### src/rtl/dct8_stream_core.sv
// dct8_stream_core: streaming 8-point orthonormal DCT-II with double-buffered input and serial output.
// Optional build macro DCT_ROUND_EN adds round-half-up before the output scaling shift.
module dct8_stream_core #(
  parameter int DATA_W = 8,
  parameter int COEF_W = 12,
  parameter int OUT_W  = 12
) (
  input  logic                     clk,
  input  logic                     rst,
  input  logic                     clr,
  input  logic                     in_valid,
  output logic                     in_ready,
  input  logic signed [DATA_W-1:0] in_data,
  output logic                     out_valid,
  input  logic                     out_ready,
  output logic signed [OUT_W-1:0]  out_data,
  output logic [2:0]               out_idx,
  output logic                     out_last
);

  localparam int AW = DATA_W + COEF_W + 3;
  localparam int SH = COEF_W - 2;
  localparam logic signed [AW:0] SAT_MAX = (AW+1)'((64'sd1 <<< (OUT_W-1)) - 64'sd1);
  localparam logic signed [AW:0] SAT_MIN = (AW+1)'(-(64'sd1 <<< (OUT_W-1)));
`ifdef DCT_ROUND_EN
  localparam logic signed [AW:0] RND_ADD = (AW+1)'(64'sd1 <<< (COEF_W-3));
`else
  localparam logic signed [AW:0] RND_ADD = {(AW+1){1'b0}};
`endif

  typedef enum logic [1:0] {IDLE = 2'd0, CALC = 2'd1, DRAIN = 2'd2} state_t;

  // cos(m*pi/16) held at 2^15 scale, rescaled to 2^(COEF_W-3); c(0) folds into cos(pi/4). Valid for COEF_W <= 18.
  function automatic logic signed [COEF_W-1:0] rom_val(input int k, input int n);
    int   a;
    int   m;
    int   base;
    int   mag;
    int   sh;
    logic neg;
    a = ((32'sd2 * n + 32'sd1) * k) % 32'sd32;
    if (k == 32'sd0) begin
      m = 32'sd4;  neg = 1'b0;
    end else if (a <= 32'sd8) begin
      m = a;  neg = 1'b0;
    end else if (a <= 32'sd16) begin
      m = 32'sd16 - a;  neg = 1'b1;
    end else if (a <= 32'sd24) begin
      m = a - 32'sd16;  neg = 1'b1;
    end else begin
      m = 32'sd32 - a;  neg = 1'b0;
    end
    case (m)
      32'sd0:  base = 32'sd32768;
      32'sd1:  base = 32'sd32138;
      32'sd2:  base = 32'sd30274;
      32'sd3:  base = 32'sd27246;
      32'sd4:  base = 32'sd23170;
      32'sd5:  base = 32'sd18205;
      32'sd6:  base = 32'sd12540;
      32'sd7:  base = 32'sd6393;
      default: base = 32'sd0;
    endcase
    sh = 32'sd18 - COEF_W;
    if (sh > 32'sd0) mag = (base + (32'sd1 <<< (sh - 32'sd1))) >>> sh;
    else             mag = base;
    return neg ? COEF_W'(-mag) : COEF_W'(mag);
  endfunction

  logic signed [COEF_W-1:0] rom_s [8][8];
  logic signed [DATA_W-1:0] buf_r [8];
  logic signed [DATA_W-1:0] work_r [8];
  logic signed [AW-1:0]     acc_r [8];
  logic signed [OUT_W-1:0]  res_r [8];
  logic signed [AW-1:0]     sum_s [8];
  logic signed [AW:0]       shf_s [8];
  logic signed [OUT_W-1:0]  sat_s [8];
  logic [3:0]               count_r;
  logic [2:0]               n_r;
  state_t                   state_r;
  logic                     accept_s;
  logic                     capture_s;

  for (genvar gk = 0; gk < 8; gk++) begin : g_rom_k
    for (genvar gn = 0; gn < 8; gn++) begin : g_rom_n
      assign rom_s[gk][gn] = rom_val(gk, gn);
    end
  end

  assign in_ready  = (count_r < 4'd8);
  assign accept_s  = in_valid && in_ready;
  assign capture_s = (state_r == IDLE) && (count_r == 4'd8);

  // Eight parallel MACs plus the scale / round / saturate path for the final term.
  always_comb begin
    for (int k = 0; k < 8; k++) begin
      sum_s[k] = acc_r[k] + (AW'(work_r[n_r]) * AW'(rom_s[k][n_r]));
      shf_s[k] = ((AW+1)'(sum_s[k]) + RND_ADD) >>> SH;
      if (shf_s[k] > SAT_MAX)      sat_s[k] = OUT_W'(SAT_MAX);
      else if (shf_s[k] < SAT_MIN) sat_s[k] = OUT_W'(SAT_MIN);
      else                         sat_s[k] = OUT_W'(shf_s[k]);
    end
  end

  // Datapath storage: fill buffer, engine working copy, accumulators and results.
  always_ff @(posedge clk or posedge rst) begin
    if (rst) begin
      for (int i = 0; i < 8; i++) begin
        buf_r[i]  <= '0;
        work_r[i] <= '0;
        acc_r[i]  <= '0;
        res_r[i]  <= '0;
      end
    end else begin
      if (accept_s) buf_r[count_r[2:0]] <= in_data;
      if (capture_s) begin
        work_r <= buf_r;
        for (int i = 0; i < 8; i++) acc_r[i] <= '0;
      end else if (state_r == CALC) begin
        acc_r <= sum_s;
        if (n_r == 3'd7) res_r <= sat_s;
      end
    end
  end

  // Fill count, engine sequencing and the registered output stage; clr flushes all of it.
  always_ff @(posedge clk or posedge rst) begin
    if (rst) begin
      count_r   <= 4'd0;
      state_r   <= IDLE;
      n_r       <= 3'd0;
      out_valid <= 1'b0;
      out_idx   <= 3'd0;
      out_last  <= 1'b0;
      out_data  <= '0;
    end else if (clr) begin
      count_r   <= 4'd0;
      state_r   <= IDLE;
      n_r       <= 3'd0;
      out_valid <= 1'b0;
      out_idx   <= 3'd0;
      out_last  <= 1'b0;
      out_data  <= '0;
    end else begin
      if (capture_s)     count_r <= 4'd0;
      else if (accept_s) count_r <= count_r + 4'd1;
      case (state_r)
        IDLE: begin
          if (capture_s) begin
            n_r     <= 3'd0;
            state_r <= CALC;
          end
        end
        CALC: begin
          n_r <= n_r + 3'd1;
          if (n_r == 3'd7) begin
            state_r   <= DRAIN;
            out_valid <= 1'b1;
            out_data  <= sat_s[0];
            out_idx   <= 3'd0;
            out_last  <= 1'b0;
          end
        end
        DRAIN: begin
          if (out_ready) begin
            if (out_idx == 3'd7) begin
              state_r   <= IDLE;
              out_valid <= 1'b0;
              out_idx   <= 3'd0;
              out_last  <= 1'b0;
              out_data  <= '0;
            end else begin
              out_idx  <= out_idx + 3'd1;
              out_data <= res_r[out_idx + 3'd1];
              out_last <= (out_idx == 3'd6);
            end
          end
        end
        default: state_r <= IDLE;
      endcase
    end
  end

endmodule

### config.mk
export PLATFORM = sky130hd
export DESIGN_NAME = dct8_stream_core
export DESIGN_NICKNAME = d
export VERILOG_FILES = /design/src/rtl/dct8_stream_core.sv
export SDC_FILE = /design/constraint.sdc
export NUM_CORES = 2
export LEC_CHECK = 0
export ABC_CLOCK_PERIOD_IN_PS = 18900
export BUFFER_PORTS_ARGS = -buffer_cell sky130_fd_sc_hd__clkbuf_2
export CAP_MARGIN = 20
export CORE_MARGIN = 2
export CORE_UTILIZATION = 30
export CTS_BUF_LIST = sky130_fd_sc_hd__clkbuf_4 sky130_fd_sc_hd__clkbuf_8 sky130_fd_sc_hd__clkbuf_16
export DETAILED_ROUTE_END_ITERATION = 8
export PLACE_DENSITY = 0.48
export SLEW_MARGIN = 10
export SYNTH_ARGS = -nofsm -noshare
export SYNTH_HDL_FRONTEND = slang
export SYNTH_SLANG_ARGS = --single-unit
### constraint.sdc
create_clock -name clk -period 18.9 [get_ports clk]
set_clock_uncertainty 0.05 [all_clocks]
set_input_delay 1.89 -clock clk [delete_from_list [all_inputs] [get_ports clk]]
set_output_delay 1.89 -clock clk [all_outputs]
set_load 0.005 [all_outputs]
==> results.md <==
* Max-cap violations at 0
* Largest net degree at the start of global routing at 120
* Global-route wire length before repair at 219,000 um
* Startpoint Class: flip-flop
* Hold Violations, Final at 0
* Synthesis-stage register bit count at 428
* N_diodes at 0
* CORE AREA at 0.156 mm2
* Total track usage at 17.8%
* Largest stage delay on the critical path at 0.82 ns
* DP Cell Count at 6,587
* Worst slew margin at 24.9%
* Num CTS Buffers at 56
* Post-place setup slack at 8.89 ns
* CTS tree: done
* TNS Setup at 0 ns
* Ys async rst share at 100%
* Maximum VDD drop at 71.3 uV
* Hold WS at 0.427 ns
* Power per cell area at 45.8 mW/mm2
* Post-DP HPWL at 111,000 um
* Critical Path End Type: flip-flop
* Core Util, Final at 33.3%
* Clock Power Share at 49.5%
* Gr ovfl total at 0
* DR pass1 iterations at 6
* CTS resizes at 0
* Hold Crit Class: reg -> reg
* IO Count at 31
* Register area at 0.0107 mm2
* LEAKAGE at 27.4 nW
* Remaining routing DRC violations at 0
* Post-Layout Cell Count at 6,693
* CTS sink count at 428
* Layout cell share with drive strength beyond 1 at 9.17%
* Post-synth cell types at 84
* Clock buffer depth at 3
* Crit path max fanout at 24
* Clock transition at path regs at 0.07 ns
* Post-placement cell area at 0.0500 mm2
* Iteration-0 DRC Markers at 2,127
* H-tree depth at 2
* Die width at 401 um
* Endpoints failing setup at 0
* Antenna-violating nets left at 0
* Synth Flop Type: dfrtp_1
* Cell Rows at 145
* CP arrival at 10.49 ns
* Footprint of the multi-input gates at 0.0331 mm2
* Pint at 1.72 mW
* Total power at 2.38 mW
* Via count at 32,451
* Root Driver: clkbuf_16
* Crit-path leading delay family: adder cells
* Port bufs at 30
* Most used cell, CP: fa_1
* Clk_lat worst skew at 0.67 ns
* P&R area growth vs syn at 9.88%
* Final count of pins violating max slew at 0
* Status: completed
* Routed wire length at 141,000 um
* Slew @ Worst Pin at 1.12 ns
* Post-layout min period at 9.96 ns
* Die height at 401 um
* Reg power frac at 40.5%
* Post-CTS setup buffer count at 0
* Worst EP required at 19.42 ns
* Final worst-path cycle share at 52.7%
* Syn Std Cell Area at 0.0473 mm2
* P_sw at 0.662 mW
* EDFF count, synth at 0
* Syn Inst Count at 4,601
* F_max at 100 MHz
* FILL cells at 16,057
* Fin area at 0.0520 mm2
* Sequential-to-total area share from yosys stat at 22.6%
* Buf+Inv Stages, Crit Path at 6
* CP Class: reg -> reg
* Syn. warnings at 0
* Initial antenna violation count at 10
* Post-CTS Hold Buffers at 0
* Vias in the first global route at 34,747
* Starting Density at 30.3%
* Final GP Congestion at 0.896
* Routed len/inst at 21.1 um
* Net Sw Frac at 27.8%
* Combinational power share at 10.0%
* Via/cell ratio at 4.85
* Total die area at 0.161 mm2
* Slowest-stage cell, CP: nand2_1
* Mapped Nets at 5,783
* RSZ-0062 raised after global routing: false
* Mean post-synth cell area at 10.3 um2
* Nets at 5,770
* Final Worst Setup Slack at 8.94 ns
==> synth_stat cells, drive strengths merged, types with 26 or more instances <==
master / number / share of area (%)
a211oi: 29 / 0.52
a21o: 40 / 0.63
a21oi: 143 / 1.6
buf: 39 / 0.39
clkbuf: 127 / 1.0
dfrtp: 428 / 23
fa: 691 / 29
ha: 478 / 13
inv: 789 / 6.3
maj3: 60 / 1.3
mux2: 136 / 3.2
mux4: 33 / 1.6
nand2: 434 / 3.4
nand2b: 37 / 0.49
nor2: 262 / 2.1
nor3: 35 / 0.38
o21ai: 230 / 2.4
o21bai: 26 / 0.41
o22ai: 79 / 1.1
o31ai: 38 / 0.61
xnor2: 137 / 2.6
xor2: 69 / 1.3
==> final timing paths <==
kind / end / startpoint / cells after the start / slack [ns]
hold reg to reg: res_r[83] / res_r[83] / 2 / 0.43
min in group asynchronous: acc_r[105] / rst / 2 / 1.29
hold / removal: res_r[83] / res_r[83] / 2 / 0.43
setup / recovery: res_r[41] / n_r[0] / 25 / 8.94
setup reg to reg: res_r[41] / n_r[0] / 25 / 8.94
max in group asynchronous: n_r[0] / rst / 5 / 14.70
==> cells in the final DEF, fill, tap and decap left out, types with 9 or more instances in the layout <==
| cell type | instances |
|---|---|
| buf_4 | 62 |
| nand3_1 | 17 |
| or3_1 | 10 |
| clkbuf_2 | 30 |
| dfrtp_1 | 426 |
| nor2_1 | 256 |
| a22o_1 | 10 |
| o22ai_1 | 78 |
| o21bai_1 | 26 |
| nor3_1 | 32 |
| o21ai_0 | 211 |
| o211ai_1 | 10 |
| fa_1 | 691 |
| mux4_2 | 33 |
| a31o_2 | 9 |
| mux2i_1 | 22 |
| clkbuf_16 | 56 |
| a21o_1 | 40 |
| nand2b_1 | 36 |
| clkbuf_4 | 10 |
| o31ai_1 | 37 |
| inv_1 | 787 |
| and2_1 | 23 |
| xnor2_1 | 134 |
| mux2_2 | 136 |
| a21oi_1 | 140 |
| nand2_1 | 434 |
| ha_1 | 478 |
| a211oi_1 | 24 |
| o21a_1 | 20 |
| a221o_1 | 14 |
| maj3_1 | 60 |
| nor2b_1 | 25 |
| xor2_1 | 66 |
| o21ai_1 | 19 |
==> sequential cells by signal, indices dropped and copies added, names as in the netlist <==
signal / flops
n_r: 3
out_data: 12
count_r: 4
out_last: 1
state_r: 2
out_valid: 1
out_idx: 3
work_r: 64
buf_r: 64
res_r: 96
acc_r: 178
==> final cells by class <==
cell class                 instances  area share (%)
sequential                       428            20.6
tap                             2058            4.95
inverter                         789            5.71
timing repair buffer              95            1.27
multi-input combinational       3218            63.6
clock inverter                    31           0.786
clock buffer                      74            3.05
==> per-layer routing <==
metal  track usage (%)  wire length, um
met1              25.0            64700
met3              2.60             7480
met4              4.45             3770
met5                 0                0
met2              28.8            65300
==> cell families after synthesis <==
| kind of cell | count (synthesis) | synth area share, % |
|---|---|---|
| buffers and inverters | 955 | 7.65 |
| multiplexers | 191 | 5.27 |
| flip-flops | 428 | 22.6 |
| XOR/XNOR | 206 | 3.90 |
| adder cells (fa/ha/maj) | 1229 | 43.1 |
| AO/OA/AOI/OAI | 707 | 9.49 |
| other | 1 | 0.00792 |
| AND/OR/NAND/NOR | 884 | 7.94 |
==> power groups by stage <==
| stage | combinational, mW | sequential, mW | clock [mW] |
|---|---|---|---|
| after CTS | 0.241 | 0.965 | 1.21 |
| after floorplan | 0.167 | 0.977 | 0 |
| after global routing | 0.268 | 0.969 | 1.24 |
| after detailed placement | 0.239 | 0.981 | 0 |
| final | 0.237 | 0.965 | 1.18 |
| after global placement | 0.237 | 0.980 | 0 |
==> worst reg2reg max path, cell delays in order (launching register included) <==
cell and delay (ns):
dfrtp_2 0.70, buf_4 0.47, mux4_2 0.58, nand2_1 0.76
inv_1 0.17, nor2_1 0.15, buf_4 0.23, inv_1 0.06
buf_4 0.28, nand2_1 0.85, fa_1 0.58, fa_1 0.50
fa_1 0.55, inv_1 0.05, fa_1 0.46, fa_1 0.47
ha_1 0.32, nor2b_1 0.15, o21ai_0 0.33, a21boi_0 0.21
o41a_1 0.45, a41oi_1 0.31, a211oi_1 0.15, xor2_1 0.74
a21oi_1 0.09, o21ai_0 0.24
(Power assumes the default switching activity.)
